--- config.mk ---
export PLATFORM = sky130hd
export DESIGN_NAME = mem_stage_ctrl
export DESIGN_NICKNAME = d
export VERILOG_FILES = /design/src/rtl/mem_stage_pkg.sv /design/src/rtl/mem_load_align.sv /design/src/rtl/mem_stage_ctrl.sv
export SDC_FILE = /design/constraint.sdc
export NUM_CORES = 1
export LEC_CHECK = 0
export ABC_AREA = 1
export ABC_CLOCK_PERIOD_IN_PS = 1600
export CAP_MARGIN = 25
export CORE_MARGIN = 2
export CORE_UTILIZATION = 45
export DETAILED_ROUTE_END_ITERATION = 10
export GPL_TIMING_DRIVEN = 0
export PLACE_DENSITY = 0.86
export SYNTH_ARGS = -nofsm -noshare
export SYNTH_HDL_FRONTEND = slang
export SYNTH_SLANG_ARGS = --single-unit
--- constraint.sdc ---
create_clock -name MEM_inCLK -period 1.6 [get_ports MEM_inCLK]
set_clock_uncertainty 0.05 [all_clocks]
set_input_delay 0.4 -clock MEM_inCLK [delete_from_list [all_inputs] [get_ports MEM_inCLK]]
set_output_delay 0.4 -clock MEM_inCLK [all_outputs]
set_load 0.02 [all_outputs]
--- src/rtl/mem_stage_pkg.sv ---
// Shared definitions for the memory-stage controller: access size encodings,
// controller state encoding, and helpers for byte-lane masks, alignment masks
// and load-result extension.
package mem_stage_pkg;

    typedef enum logic [1:0] {
        SZ_BYTE  = 2'b00,
        SZ_HALF  = 2'b01,
        SZ_WORD  = 2'b10,
        SZ_DWORD = 2'b11
    } mem_size_e;

    typedef enum logic [1:0] {
        S_IDLE = 2'b00,
        S_REQ  = 2'b01,
        S_DONE = 2'b10
    } mem_state_e;

    localparam logic [7:0] TIMEOUT_CNT_MAX = 8'd255;

    // Unshifted byte-lane mask for an access of the given size.
    function automatic logic [7:0] size_lane_mask(input logic [1:0] size);
        case (size)
            SZ_BYTE: return 8'h01;
            SZ_HALF: return 8'h03;
            SZ_WORD: return 8'h0F;
            default: return 8'hFF;
        endcase
    endfunction

    // Address bits that must be zero for the access to be naturally aligned.
    function automatic logic [2:0] size_align_mask(input logic [1:0] size);
        case (size)
            SZ_BYTE: return 3'b000;
            SZ_HALF: return 3'b001;
            SZ_WORD: return 3'b011;
            default: return 3'b111;
        endcase
    endfunction

    // Sign- or zero-extend a right-aligned load value to 64 bits.
    function automatic logic [63:0] extend_load(input logic [63:0] v,
                                                input logic [1:0]  size,
                                                input logic        uns);
        case (size)
            SZ_BYTE: return uns ? {56'b0, v[7:0]}  : {{56{v[7]}},  v[7:0]};
            SZ_HALF: return uns ? {48'b0, v[15:0]} : {{48{v[15]}}, v[15:0]};
            SZ_WORD: return uns ? {32'b0, v[31:0]} : {{32{v[31]}}, v[31:0]};
            default: return v;
        endcase
    endfunction

endpackage

--- src/rtl/mem_load_align.sv ---
// Load data alignment: selects the addressed lane(s) of the read bus and
// extends the value to the full data width. Purely combinational.
module mem_load_align
    import mem_stage_pkg::*;
#(
    parameter int DATA_W = 32,
    parameter int LB     = (DATA_W == 64) ? 3 : 2
) (
    input  logic [DATA_W-1:0] data_i,
    input  logic [LB-1:0]     offset_i,
    input  logic [1:0]        size_i,
    input  logic              unsigned_i,
    output logic [DATA_W-1:0] result_o
);

    logic [DATA_W-1:0] shifted;
    logic [63:0]       wide;
    logic [63:0]       ext;

    // Shift the addressed byte lane down to bit 0, then extend per size.
    always_comb begin
        shifted  = data_i >> {offset_i, 3'b000};
        wide     = 64'(shifted);
        ext      = extend_load(wide, size_i, unsigned_i);
        result_o = DATA_W'(ext);
    end

endmodule

--- src/rtl/mem_stage_ctrl.sv ---
// Memory-stage controller: turns a load/store in the MEM pipeline stage into a
// held request to data memory, stalls upstream until ACK or timeout, and
// returns an aligned, extended load result with a one-cycle completion pulse.
// Handshake: MEM_outMREQ and all request outputs stay stable from the first REQ
// cycle until MEM_inACK is sampled high (or the timeout fires); ACK outside REQ
// is ignored.
// Optional feature macro: MEM_MISALIGN_TRAP_EN adds MEM_outMISALIGN and rejects
// misaligned accesses; without it the low address bits are truncated.
module mem_stage_ctrl
    import mem_stage_pkg::*;
#(
    parameter int ADDR_W  = 32,
    parameter int DATA_W  = 32,
    parameter int TIMEOUT = 16
) (
    input  logic                MEM_inCLK,
    input  logic                MEM_inRESET_N,
    input  logic                MEM_inVALID,
    input  logic                MEM_inMEMWRITE,
    input  logic                MEM_inMEMREAD,
    input  logic [1:0]          MEM_inSIZE,
    input  logic                MEM_inUNSIGNED,
    input  logic [ADDR_W-1:0]   MEM_inADDRESS,
    input  logic [DATA_W-1:0]   MEM_inWRITEDATA,
    input  logic                MEM_inACK,
    input  logic [DATA_W-1:0]   MEM_inLOADDATA,
    output logic                MEM_outMREQ,
    output logic                MEM_outWRITE,
    output logic [1:0]          MEM_outSIZE,
    output logic [ADDR_W-1:0]   MEM_outADDRESS,
    output logic [DATA_W-1:0]   MEM_outWRITEDATA,
    output logic [DATA_W/8-1:0] MEM_outBYTEEN,
    output logic                MEM_outSTALL,
    output logic [DATA_W-1:0]   MEM_outRESULT,
    output logic                MEM_outRESULTVALID,
    output logic                MEM_outBUSERR
`ifdef MEM_MISALIGN_TRAP_EN
    ,
    output logic                MEM_outMISALIGN
`endif
);

    localparam int         NB           = DATA_W / 8;
    localparam int         LB           = (DATA_W == 64) ? 3 : 2;
    localparam logic [7:0] TIMEOUT_LAST = 8'(TIMEOUT - 1);

    mem_state_e          state_q;
    logic [7:0]          cnt_q;
    logic                mreq_q, write_q, unsigned_q;
    logic [1:0]          size_q;
    logic [ADDR_W-1:0]   addr_q;
    logic [DATA_W-1:0]   wdata_q, result_q;
    logic [NB-1:0]       byteen_q;
    logic                resultvalid_q, buserr_q;

    logic                access_req, can_accept, accept;
    logic [ADDR_W-1:0]   align_bits, addr_d;
    logic [NB-1:0]       byteen_d;
    logic [DATA_W-1:0]   wdata_d;
    logic [DATA_W-1:0]   load_result;
`ifdef MEM_MISALIGN_TRAP_EN
    logic                misaligned, misalign_q;
`endif

    // Decide whether a new access is taken this cycle and prepare its fields.
    always_comb begin
        access_req = MEM_inRESET_N & MEM_inVALID & (MEM_inMEMREAD | MEM_inMEMWRITE);
        can_accept = (state_q != S_REQ);
        align_bits = ADDR_W'(size_align_mask(MEM_inSIZE));
        addr_d     = MEM_inADDRESS & ~align_bits;
`ifdef MEM_MISALIGN_TRAP_EN
        misaligned = |(MEM_inADDRESS & align_bits);
        accept     = can_accept & access_req & ~misaligned;
`else
        accept     = can_accept & access_req;
`endif
        byteen_d   = NB'(size_lane_mask(MEM_inSIZE)) << addr_d[LB-1:0];
    end

    // Replicate right-aligned store data across every lane group of its size.
    always_comb begin
        wdata_d = '0;
        for (int i = 0; i < NB; i++) begin
            case (MEM_inSIZE)
                SZ_BYTE: wdata_d[i*8 +: 8] = MEM_inWRITEDATA[7:0];
                SZ_HALF: wdata_d[i*8 +: 8] = MEM_inWRITEDATA[(i % 2)*8 +: 8];
                SZ_WORD: wdata_d[i*8 +: 8] = MEM_inWRITEDATA[(i % 4)*8 +: 8];
                default: wdata_d[i*8 +: 8] = MEM_inWRITEDATA[i*8 +: 8];
            endcase
        end
    end

    mem_load_align #(
        .DATA_W (DATA_W),
        .LB     (LB)
    ) u_load_align (
        .data_i     (MEM_inLOADDATA),
        .offset_i   (addr_q[LB-1:0]),
        .size_i     (size_q),
        .unsigned_i (unsigned_q),
        .result_o   (load_result)
    );

    // Controller FSM with registered request, result and pulse outputs.
    always_ff @(posedge MEM_inCLK or negedge MEM_inRESET_N) begin
        if (!MEM_inRESET_N) begin
            state_q       <= S_IDLE;
            cnt_q         <= '0;
            mreq_q        <= 1'b0;
            write_q       <= 1'b0;
            unsigned_q    <= 1'b0;
            size_q        <= 2'b00;
            addr_q        <= '0;
            wdata_q       <= '0;
            byteen_q      <= '0;
            result_q      <= '0;
            resultvalid_q <= 1'b0;
            buserr_q      <= 1'b0;
`ifdef MEM_MISALIGN_TRAP_EN
            misalign_q    <= 1'b0;
`endif
        end else begin
            resultvalid_q <= 1'b0;
            buserr_q      <= 1'b0;
            case (state_q)
                S_REQ: begin
                    if (MEM_inACK) begin
                        state_q       <= S_DONE;
                        mreq_q        <= 1'b0;
                        resultvalid_q <= 1'b1;
                        if (!write_q) result_q <= load_result;
                    end else if (cnt_q == TIMEOUT_LAST) begin
                        state_q  <= S_IDLE;
                        mreq_q   <= 1'b0;
                        buserr_q <= 1'b1;
                        cnt_q    <= '0;
                    end else if (cnt_q != TIMEOUT_CNT_MAX) begin
                        cnt_q <= cnt_q + 8'd1;
                    end
                end
                S_DONE:  state_q <= S_IDLE;
                default: state_q <= S_IDLE;
            endcase
            // A new access may be taken from IDLE or DONE (back-to-back).
            if (accept) begin
                state_q    <= S_REQ;
                cnt_q      <= '0;
                mreq_q     <= 1'b1;
                write_q    <= MEM_inMEMWRITE;
                unsigned_q <= MEM_inUNSIGNED;
                size_q     <= MEM_inSIZE;
                addr_q     <= addr_d;
                wdata_q    <= wdata_d;
                byteen_q   <= byteen_d;
            end
`ifdef MEM_MISALIGN_TRAP_EN
            misalign_q <= can_accept & access_req & misaligned;
`endif
        end
    end

    // Stall while a request is outstanding and in the cycle an access is taken.
    always_comb begin
        MEM_outSTALL = (state_q == S_REQ) | accept;
    end

    assign MEM_outMREQ        = mreq_q;
    assign MEM_outWRITE       = write_q;
    assign MEM_outSIZE        = size_q;
    assign MEM_outADDRESS     = addr_q;
    assign MEM_outWRITEDATA   = wdata_q;
    assign MEM_outBYTEEN      = byteen_q;
    assign MEM_outRESULT      = result_q;
    assign MEM_outRESULTVALID = resultvalid_q;
    assign MEM_outBUSERR      = buserr_q;
`ifdef MEM_MISALIGN_TRAP_EN
    assign MEM_outMISALIGN    = misalign_q;
`endif

endmodule

## Word-level counts from Yosys, hierarchy flattened

Index checks and enable logic that the tools add are counted.

- Register bits after elaboration: 117
- Input port bits: 105
- Output and inout port bits: 107
- Word-level logic and storage cells: 68

- Add/sub/neg operators: 1
- Eq/ne operators: 10
- Shift-type cells: 2
- Mux-type cells: 26
- Bitwise logic cells: 8
- Reduce and logical (&&, ||, !) cells: 9

Operator list:

| cell | number |
|---|---|
| $pmux 32 s3 | 1 |
| $mux 32 | 2 |
| $mux 8 | 7 |
| $and 32x32->32 | 1 |
| $not 3->32 | 1 |
| $shr 32x5->32 | 1 |
| $pmux 8 s2 | 1 |
| $pmux 4 s3 | 1 |
| $mux 1 | 9 |
| $pmux 3 s3 | 1 |
| $add 8x1->8 const B | 1 |
| $eq 8x4->1 const B | 1 |
| $mux 2 | 4 |
| $ne 8x8->1 const B | 1 |
| $eq 2x1->1 const B | 3 |
| $reduce_and 3->1 | 2 |
| $reduce_bool 3->1 | 2 |
| $eq 2x2->1 const B | 2 |
| $logic_not 2->1 | 2 |
| $ne 2x1->1 const B | 2 |
| $ne 4x4->1 const B | 1 |
| $shl 4x2->4 | 1 |
| $and 1x1->1 | 3 |
| $or 1x1->1 | 2 |
| other kinds (4) | 4 |

## Longest topological paths before layout

Gate-level depths: netlist of the first run.

- Word-level depth: 6
- Depth in mapped cells: 10
- Gate-level depth less buffers: 9

## By module

From an unflattened synthesis of the first run, not the netlist that was laid out.

- Cell total of the unflattened synthesis: 681
- Area, all modules: 5906.9 um^2

Modules (own cells, without submodules):

| module | instances | cells an instance | area an instance (um^2) |
|---|---|---|---|
| mem_stage_ctrl | 1 | 508 | 5012.3 |
| mem_load_align | 1 | 173 | 894.6 |

## Least setup slack after synthesis of the first run

Ideal clock, no wire load.

- Path kind: register to register
- Start: register addr_q[0], in the netlist MEM_outADDRESS[0]
- End: register result_q[21], in the netlist MEM_outRESULT[21]
- Arrival time: 1.253 ns
- Data required time: 1.437 ns
- Setup slack: 0.184 ns
- Cell stages (with the launch flop): 10
- Buffers on the path: 2
- Period minus slack after synthesis: 1.416 ns
- Path through: dfrtp_1 > buf_4 > inv_4 > nand2_1 > nand3_1 > nand3_2 > buf_4 > nand3_1 > nand2_1 > inv_1

- Longest elaborated chain between the ends: 3

Ends and longest elaborated chain:

| what | RTL line | source |
|---|---|---|
| start, declared | mem_stage_ctrl.sv:51 | `logic [ADDR_W-1:0] addr_q;` |
| start signal, assigned | mem_stage_ctrl.sv:152 | `addr_q <= addr_d;` |
| $shr 32x5->32 * | mem_load_align.sv:22 | `shifted = data_i >> {offset_i, 3'b000};` |
| $mux 32 (on tied branches) | mem_stage_pkg.sv:47, mem_stage_pkg.sv:46 |  |
| $pmux 32 s3 * | mem_stage_pkg.sv:45 | `case (size)` |
| end signal, assigned | mem_stage_ctrl.sv:131 | `if (!write_q) result_q <= load_result;` |
| end, declared | mem_stage_ctrl.sv:52 | `logic [DATA_W-1:0] wdata_q, result_q;` |

Mark *: on every way between the ends. The rest lies on a longest branch, timed or not.
A chain may end at the register's enable or synchronous reset.

## Final worst setup path of the first run

- Start: register state_q[1]
- End: output port MEM_outSTALL

- Longest elaborated chain between the ends: 3

Ends and longest elaborated chain:

| what | RTL line | source |
|---|---|---|
| start, declared | mem_stage_ctrl.sv:47 | `mem_state_e state_q;` |
| start signal, assigned | mem_stage_ctrl.sv:107 | `state_q <= S_IDLE;` |
| start signal, assigned | mem_stage_ctrl.sv:128 | `state_q <= S_DONE;` |
| start signal, assigned | mem_stage_ctrl.sv:133 | `state_q <= S_IDLE;` |
| $ne 2x1->1 | mem_stage_ctrl.sv:68 | `can_accept = (state_q != S_REQ);` |
| $and 1x1->1 | mem_stage_ctrl.sv:75 | `accept = can_accept & access_req;` |
| $or 1x1->1 * | mem_stage_ctrl.sv:164 | `MEM_outSTALL = (state_q == S_REQ) \| accept;` |
| end, declared | mem_stage_ctrl.sv:33 | `output logic MEM_outSTALL,` |

Marked as above.

==> results of run 1 <==
-- synth_stat cells (2+ instances only) --
master and count:
a22oi_1 7, nor3_1 2, buf_4 8, o21ai_0 12
nand2_2 2, clkbuf_1 3, nand3_2 3, or2_1 10
nand3_1 52, buf_2 18, inv_1 45, nand4_1 6
or2_2 12, nand2_1 320, dfrtp_1 117, nand2_4 2
o21ai_1 3, nor2_1 55, o21bai_1 2, inv_2 7
a21oi_1 11, a31oi_1 15, nand3_4 2, o211ai_1 15
nor2_2 5, buf_1 3
-- state kept, by name, summed over array words and instances, names as in the netlist, 2 cells and up --
signal	count
MEM_outSIZE	2
MEM_outRESULT	32
MEM_outWRITEDATA	32
cnt_q	8
MEM_outBYTEEN	4
state_q	2
MEM_outADDRESS	32
-- where the power goes --
| part | leakage [nW] | internal (mW) | switching [mW] |
|---|---|---|---|
| Sequential | 1.42 | 3.86 | 0.601 |
| Clock | 0.273 | 2.36 | 1.33 |
| Combinational | 2.72 | 1.96 | 2.82 |
| Total | 4.42 | 8.17 | 4.75 |
-- worst max path at each step --
stage	end	cells after the start
2_1_floorplan	MEM_outRESULT[21]	9
3_3_place_gp	MEM_outSTALL	6
3_5_place_dp	MEM_outSTALL	6
4_1_cts	MEM_outSTALL	6
5_1_grt	cnt_q[6]	8
6_report	MEM_outSTALL	4
-- kinds of logic (layout without fill, tap and decap cells) --
group           Yosys count  count (layout)  share of synthesized area
compound gates           67              67                     0.0743
fa+ha+maj                 1               1                    0.00217
buf+inv                  87             343                     0.0678
flops                   117             117                      0.508
simple gates            473             473                      0.348
-- final cells by class --
class                      count  area [sq um]  area share
clock inverter                 9           103      0.0117
clock buffer                  23           468      0.0532
tap                          172           215      0.0245
multi-input combinational    541          2490       0.283
buffer                        34           214      0.0243
inverter                      53           201      0.0229
timing repair buffer         224          2180       0.247
sequential                   117          2930       0.333
-- worst max-delay path: stages, from the launching register on --
cell and delay (ns):
dfrtp_1 0.40, inv_2 0.07, nand2_4 0.07, nand2_2 0.07, buf_6 0.11
-- per-layer routing --
| metal | vias up | routed length (um) | GRT usage |
|---|---|---|---|
| li1 | 2855 | - | - |
| met1 | 2828 | 7470 | 0.336 |
| met2 | 313 | 9690 | 0.485 |
| met3 | 51 | 1870 | 0.0963 |
| met4 | 0 | 681 | 0.135 |
| met5 | - | 0 | 0.00741 |
-- layout by cell type, fill, tap and decap left out, types with 4 or more instances in the layout --
master / synthesis / layout
nand2_1: 320 / 317
dfrtp_1: 117 / 116
clkdlybuf4s50_1: 0 / 100
nor2_1: 55 / 54
nand3_1: 52 / 51
clkdlybuf4s15_1: 0 / 50
dlygate4sd2_1: 0 / 47
inv_1: 45 / 43
buf_4: 8 / 21
clkbuf_16: 0 / 17
a31oi_1: 15 / 15
o211ai_1: 15 / 15
buf_2: 18 / 14
o21ai_0: 12 / 12
or2_2: 12 / 12
or2_1: 10 / 10
inv_2: 7 / 9
clkbuf_2: 1 / 9
a21oi_1: 11 / 9
a22oi_1: 7 / 7
nand4_1: 6 / 6
clkbuf_1: 3 / 5
clkdlybuf4s15_2: 0 / 5
nand2_2: 2 / 4
clkbuf_4: 0 / 4
nor2_4: 1 / 4
clkinv_2: 0 / 4
-- through the flow --
stage,cell area (sq um),util
after floorplan,5760,-
after global placement,8090,0.644
after detailed placement,8120,0.646
after CTS,8620,0.686
after global routing,8800,0.700
final,8800,0.700
-- timing repair --
action                                  in CTS  in global routing
resized for setup                          150                 70
setup buffers                                0                 12
endpoints found under the setup margin     129                 91
hold endpoints to repair                    43                 43
pin swaps                                    1                  6
==> flow_summary.json, run 1 <==
{
  "crit_fanout": 6,
  "power_leakage_nw": 4.42,
  "grt_pass1_vias": 5751,
  "die_x_um": 117,
  "grt_overflow_total": 0,
  "ys_seq_area_frac": 0.508,
  "fin_total_pwr_mw": 12.9,
  "ys_async_sr_fraction": 1.00,
  "hold_violations": 43,
  "place_ws_ns": -0.672,
  "timing.rr.start": "cnt_q[0]",
  "relSlewSlack": 0.677,
  "dr_total_vias": 6047,
  "dpl.cell_count": 1129,
  "critPathKind": "flip-flop to output port",
  "antenna_found_initial": 0,
  "final.min_clock_period_ns": 1.60,
  "fin_cells": 1173,
  "yosysWarnings": 0,
  "gp_congestion": 0.921,
  "synth_area_leaders": "dfrtp_1, nand2_1, nand3_1, nor2_1, inv_1",
  "synth_fp_nets": 851,
  "yosysTopAreaCell": "dfrtp_1",
  "ant_nets": 0,
  "fin_crit_sh": 1.00,
  "max-vdd-ir-drop_uv": 733,
  "clock.fmax_mhz": 624,
  "htreeDepth": 4,
  "violations": "hold timing, setup timing",
  "crit_path_start": "state_q[1]",
  "cts-root-buf": "clkbuf_16",
  "diodes": 0,
  "initial_core_util": 0.458,
  "grtUsageTotal": 0.289,
  "clock-sinks": 117,
  "syn_inst": 745,
  "worst_slack_ns": -0.00158,
  "core_sq_um": 12600,
  "drc": 0,
  "fillerInstances": 1022,
  "power_density_nw_per_um2": 1470,
  "final_nets": 1094,
  "drt-total-wl_mm": 19.7,
  "hold_ws_ns": -0.230,
  "postSynthAreaPerCell_sq_um": 7.73,
  "dp_hpwl_mm": 14.0,
  "start_kind": "flip-flop",
  "synth-main-ff-cell": "dfrtp_1",
  "cts_tree": "yes",
  "port_buffers": 211,
  "clk_latency_ns": 0.42,
  "synth-seq-cells": 117,
  "r2r-end": "cnt_q[5]",
  "viasPerCell": 5.16,
  "worstRegToRegCells": 8,
  "drive_gt1_frac": 0.133,
  "synth_top_area_frac": 0.508,
  "cts_made_buffers": 17,
  "status": "complete, but fails checks",
  "reg2reg_setup_slack_ns": 0.05,
  "clockBufferDepth": 2,
  "cp.required_ns": 1.15,
  "wire_per_inst_um": 16.8,
  "arrival_ns": 1.15,
  "dr.pass1.iters": 6,
  "ios": 212,
  "die_h_um": 117,
  "worstMarginPinSlew_ns": 0.484,
  "grt_max_degree": 75,
  "ys_types": 34,
  "tns_ns": -0.00158,
  "max_cap_viol_count": 0,
  "drv_slew": 0,
  "end_kind": "output port",
  "path_clk_slew_ns": 0.05,
  "drt_iter0_drc": 448,
  "setup_viol": 1,
  "dieArea_sq_um": 13700,
  "area_delta_synth_final_pct": 52.8,
  "hold_path_class": "primary input to async pin",
  "placementRows": 41,
  "netlist_area_sq_um": 5760,
  "grt_pass1_wl_mm": 29.5,
  "grt_setup_unrepaired": "true",
  "synth_edf_count": 0
}
Power figures use the tool's default switching activity.
==> inputs of run 2 (changes only) <==
Settings changed: CAP_MARGIN 25 to unset.
==> results of run 2 <==
No change in the layout: final DEF, timing and power equal those of run 1.
==> inputs of run 3 (changes only) <==
Settings changed: CORE_UTILIZATION 45 to 46, CTS_BUF_LIST set to sky130_fd_sc_hd__clkbuf_4, PLACE_DENSITY 0.86 to 0.87.
==> flow_summary.json, run 3 (synthesis results as in run 1) <==
{
  "final_nets": 1133,
  "port_buffers": 211,
  "grt_setup_unrepaired": "true",
  "dp_hpwl_mm": 13.8,
  "cts_tree": "yes",
  "dieArea_sq_um": 13400,
  "cp.required_ns": 1.15,
  "cts-root-buf": "clkbuf_4",
  "clk_latency_ns": 0.56,
  "clock.fmax_mhz": 584,
  "crit_path_frequent_cell": "nand2_2",
  "ant_nets": 0,
  "fin_crit_sh": 1.07,
  "drive_gt1_frac": 0.257,
  "area_delta_synth_final_pct": 57.3,
  "antenna_found_initial": 0,
  "drt-total-wl_mm": 20.1,
  "grt_pass1_vias": 5780,
  "max-vdd-ir-drop_uv": 849,
  "core_sq_um": 12100,
  "dr_total_vias": 6271,
  "grt_pass1_wl_mm": 29.6,
  "die_x_um": 116,
  "crit_path_top_delay_cell": "clkdlybuf4s50_1",
  "cpPeakStageDelay_ns": 0.45,
  "initial_core_util": 0.476,
  "drv_slew": 0,
  "hold_violations": 0,
  "power_density_nw_per_um2": 1410,
  "crit_fanout": 2,
  "fin_cells": 1207,
  "die_h_um": 116,
  "hold_path_class": "primary input to flip-flop",
  "start_kind": "primary input",
  "end_kind": "output port",
  "grt_overflow_total": 0,
  "grt_max_degree": 45,
  "arrival_ns": 1.26,
  "clockBufferDepth": 2,
  "critPathKind": "primary input to output port",
  "htreeDepth": 4,
  "worst_slack_ns": -0.112,
  "tns_ns": -0.112,
  "final_core_util": 0.748,
  "power_leakage_nw": 4.61,
  "placementRows": 40,
  "grtUsageTotal": 0.294,
  "dpl.cell_count": 1125,
  "final.min_clock_period_ns": 1.71,
  "ios": 212,
  "most-common-layout-cells": "nand2_1, dfrtp_1, clkdlybuf4s50_1",
  "cp_num_buf_inv": 3,
  "wire_per_inst_um": 16.7,
  "cts_made_buffers": 17,
  "max_cap_viol_count": 0,
  "worstMarginPinSlew_ns": 0.580,
  "path_cells": "clkdlybuf4s50_1, nand2_1, inv_2, nand2_2, nand2_2, buf_6",
  "path_clk_slew_ns": 0.11,
  "violations": "setup timing",
  "gp_congestion": 0.905,
  "mostFrequentLayoutCell": "nand2_1",
  "diodes": 0,
  "drc": 0,
  "clock-sinks": 117,
  "cp_top_family": "buffers and inverters",
  "status": "complete, but fails checks",
  "relSlewSlack": 0.612,
  "setup_viol": 1,
  "viasPerCell": 5.20,
  "drt_iter0_drc": 490,
  "dr.pass1.iters": 5
}
-- run 3: cell types whose count changed in the layout (fill, tap and decap cells not counted), sizes merged, moves of 3 or more --
cell	delta
buf	+139
clkbuf	-7
bufbuf	+3
clkdlybuf4s50	+3
dlygate4sd2	-47
clkdlybuf4s15	-55
-- run 3: stage by stage --
| stage | power, mW | area [sq um] | setup WS [ns] | hold WS, ns |
|---|---|---|---|---|
| 6_report | 12.8 | 9060 | -0.112 | 0.304 |
| 5_1_grt | 13.5 | 9060 | -0.151 | 0.295 |
| 4_1_cts | 11.4 | 8170 | -0.124 | 0.284 |
| 3_5_place_dp | 9.63 | 8110 | -0.998 | 0.252 |
| 3_3_place_gp | 9.51 | 8080 | -4.88 | 0.411 |
| 2_1_floorplan | 7.04 | 5760 | 0.184 | 0.0544 |
-- run 3: layout make-up --
cell class                 instances  area (sq um)
multi-input combinational        542          2510
fill                             901          3050
clock buffer                      21           158
sequential                       117          2930
inverter                          53           206
tap                              168           210
timing repair buffer             262          2680
clock inverter                    10           156
buffer                            34           214
-- run 3: repair_timing --
| action | 4_1_cts | 5_1_grt |
|---|---|---|
| pin swaps | 3 | 6 |
| hold buffers | 3 | 0 |
| setup endpoints to repair | 173 | 177 |
| setup buffers | 6 | 37 |
| gates cloned | 3 | 2 |
| resized for setup | 465 | 198 |
| hold endpoints to repair | 51 | 0 |
-- run 3: routing by layer --
layer  GRT usage  part of all wire
met5           0                 0
met4      0.0944             0.030
met3      0.0936              0.10
met2       0.500              0.49
met1       0.357              0.38
-- run 3: final timing paths --
| check | endpoint | depth (start not counted) | startpoint | slack, ns |
|---|---|---|---|---|
| worst max-delay path | MEM_outSTALL | 6 | MEM_inVALID | -0.11 |
| worst min-delay path | MEM_outADDRESS[31] | 3 | MEM_inADDRESS[31] | 0.30 |
| worst max register to register | cnt_q[1] | 8 | cnt_q[0] | 0.03 |
| worst min register to register | MEM_outRESULT[7] | 2 | MEM_outRESULT[7] | 0.43 |
| max in group asynchronous | MEM_outWRITE | 4 | MEM_inRESET_N | 0.53 |
| min in group asynchronous | MEM_outADDRESS[22] | 3 | MEM_inRESET_N | 0.39 |
-- run 3: where the power goes --
group          switching, mW  leakage [nW]  total [mW]  internal (mW)
Combinational           2.96          3.02        5.79           2.83
Clock                   1.16         0.163        2.45           1.29
Sequential             0.705          1.42        4.55           3.84
Total                   4.82          4.61        12.8           7.96
-- run 3: worst reg2reg max path, cell delays in order (launching register included) --
cell and delay (ns):
dfrtp_1 0.40, ha_2 0.24, nand2_1 0.09, nor2_1 0.13, nand3_2 0.14, buf_4 0.18
nand3_2 0.11, nand4_1 0.10, nand2_1 0.08
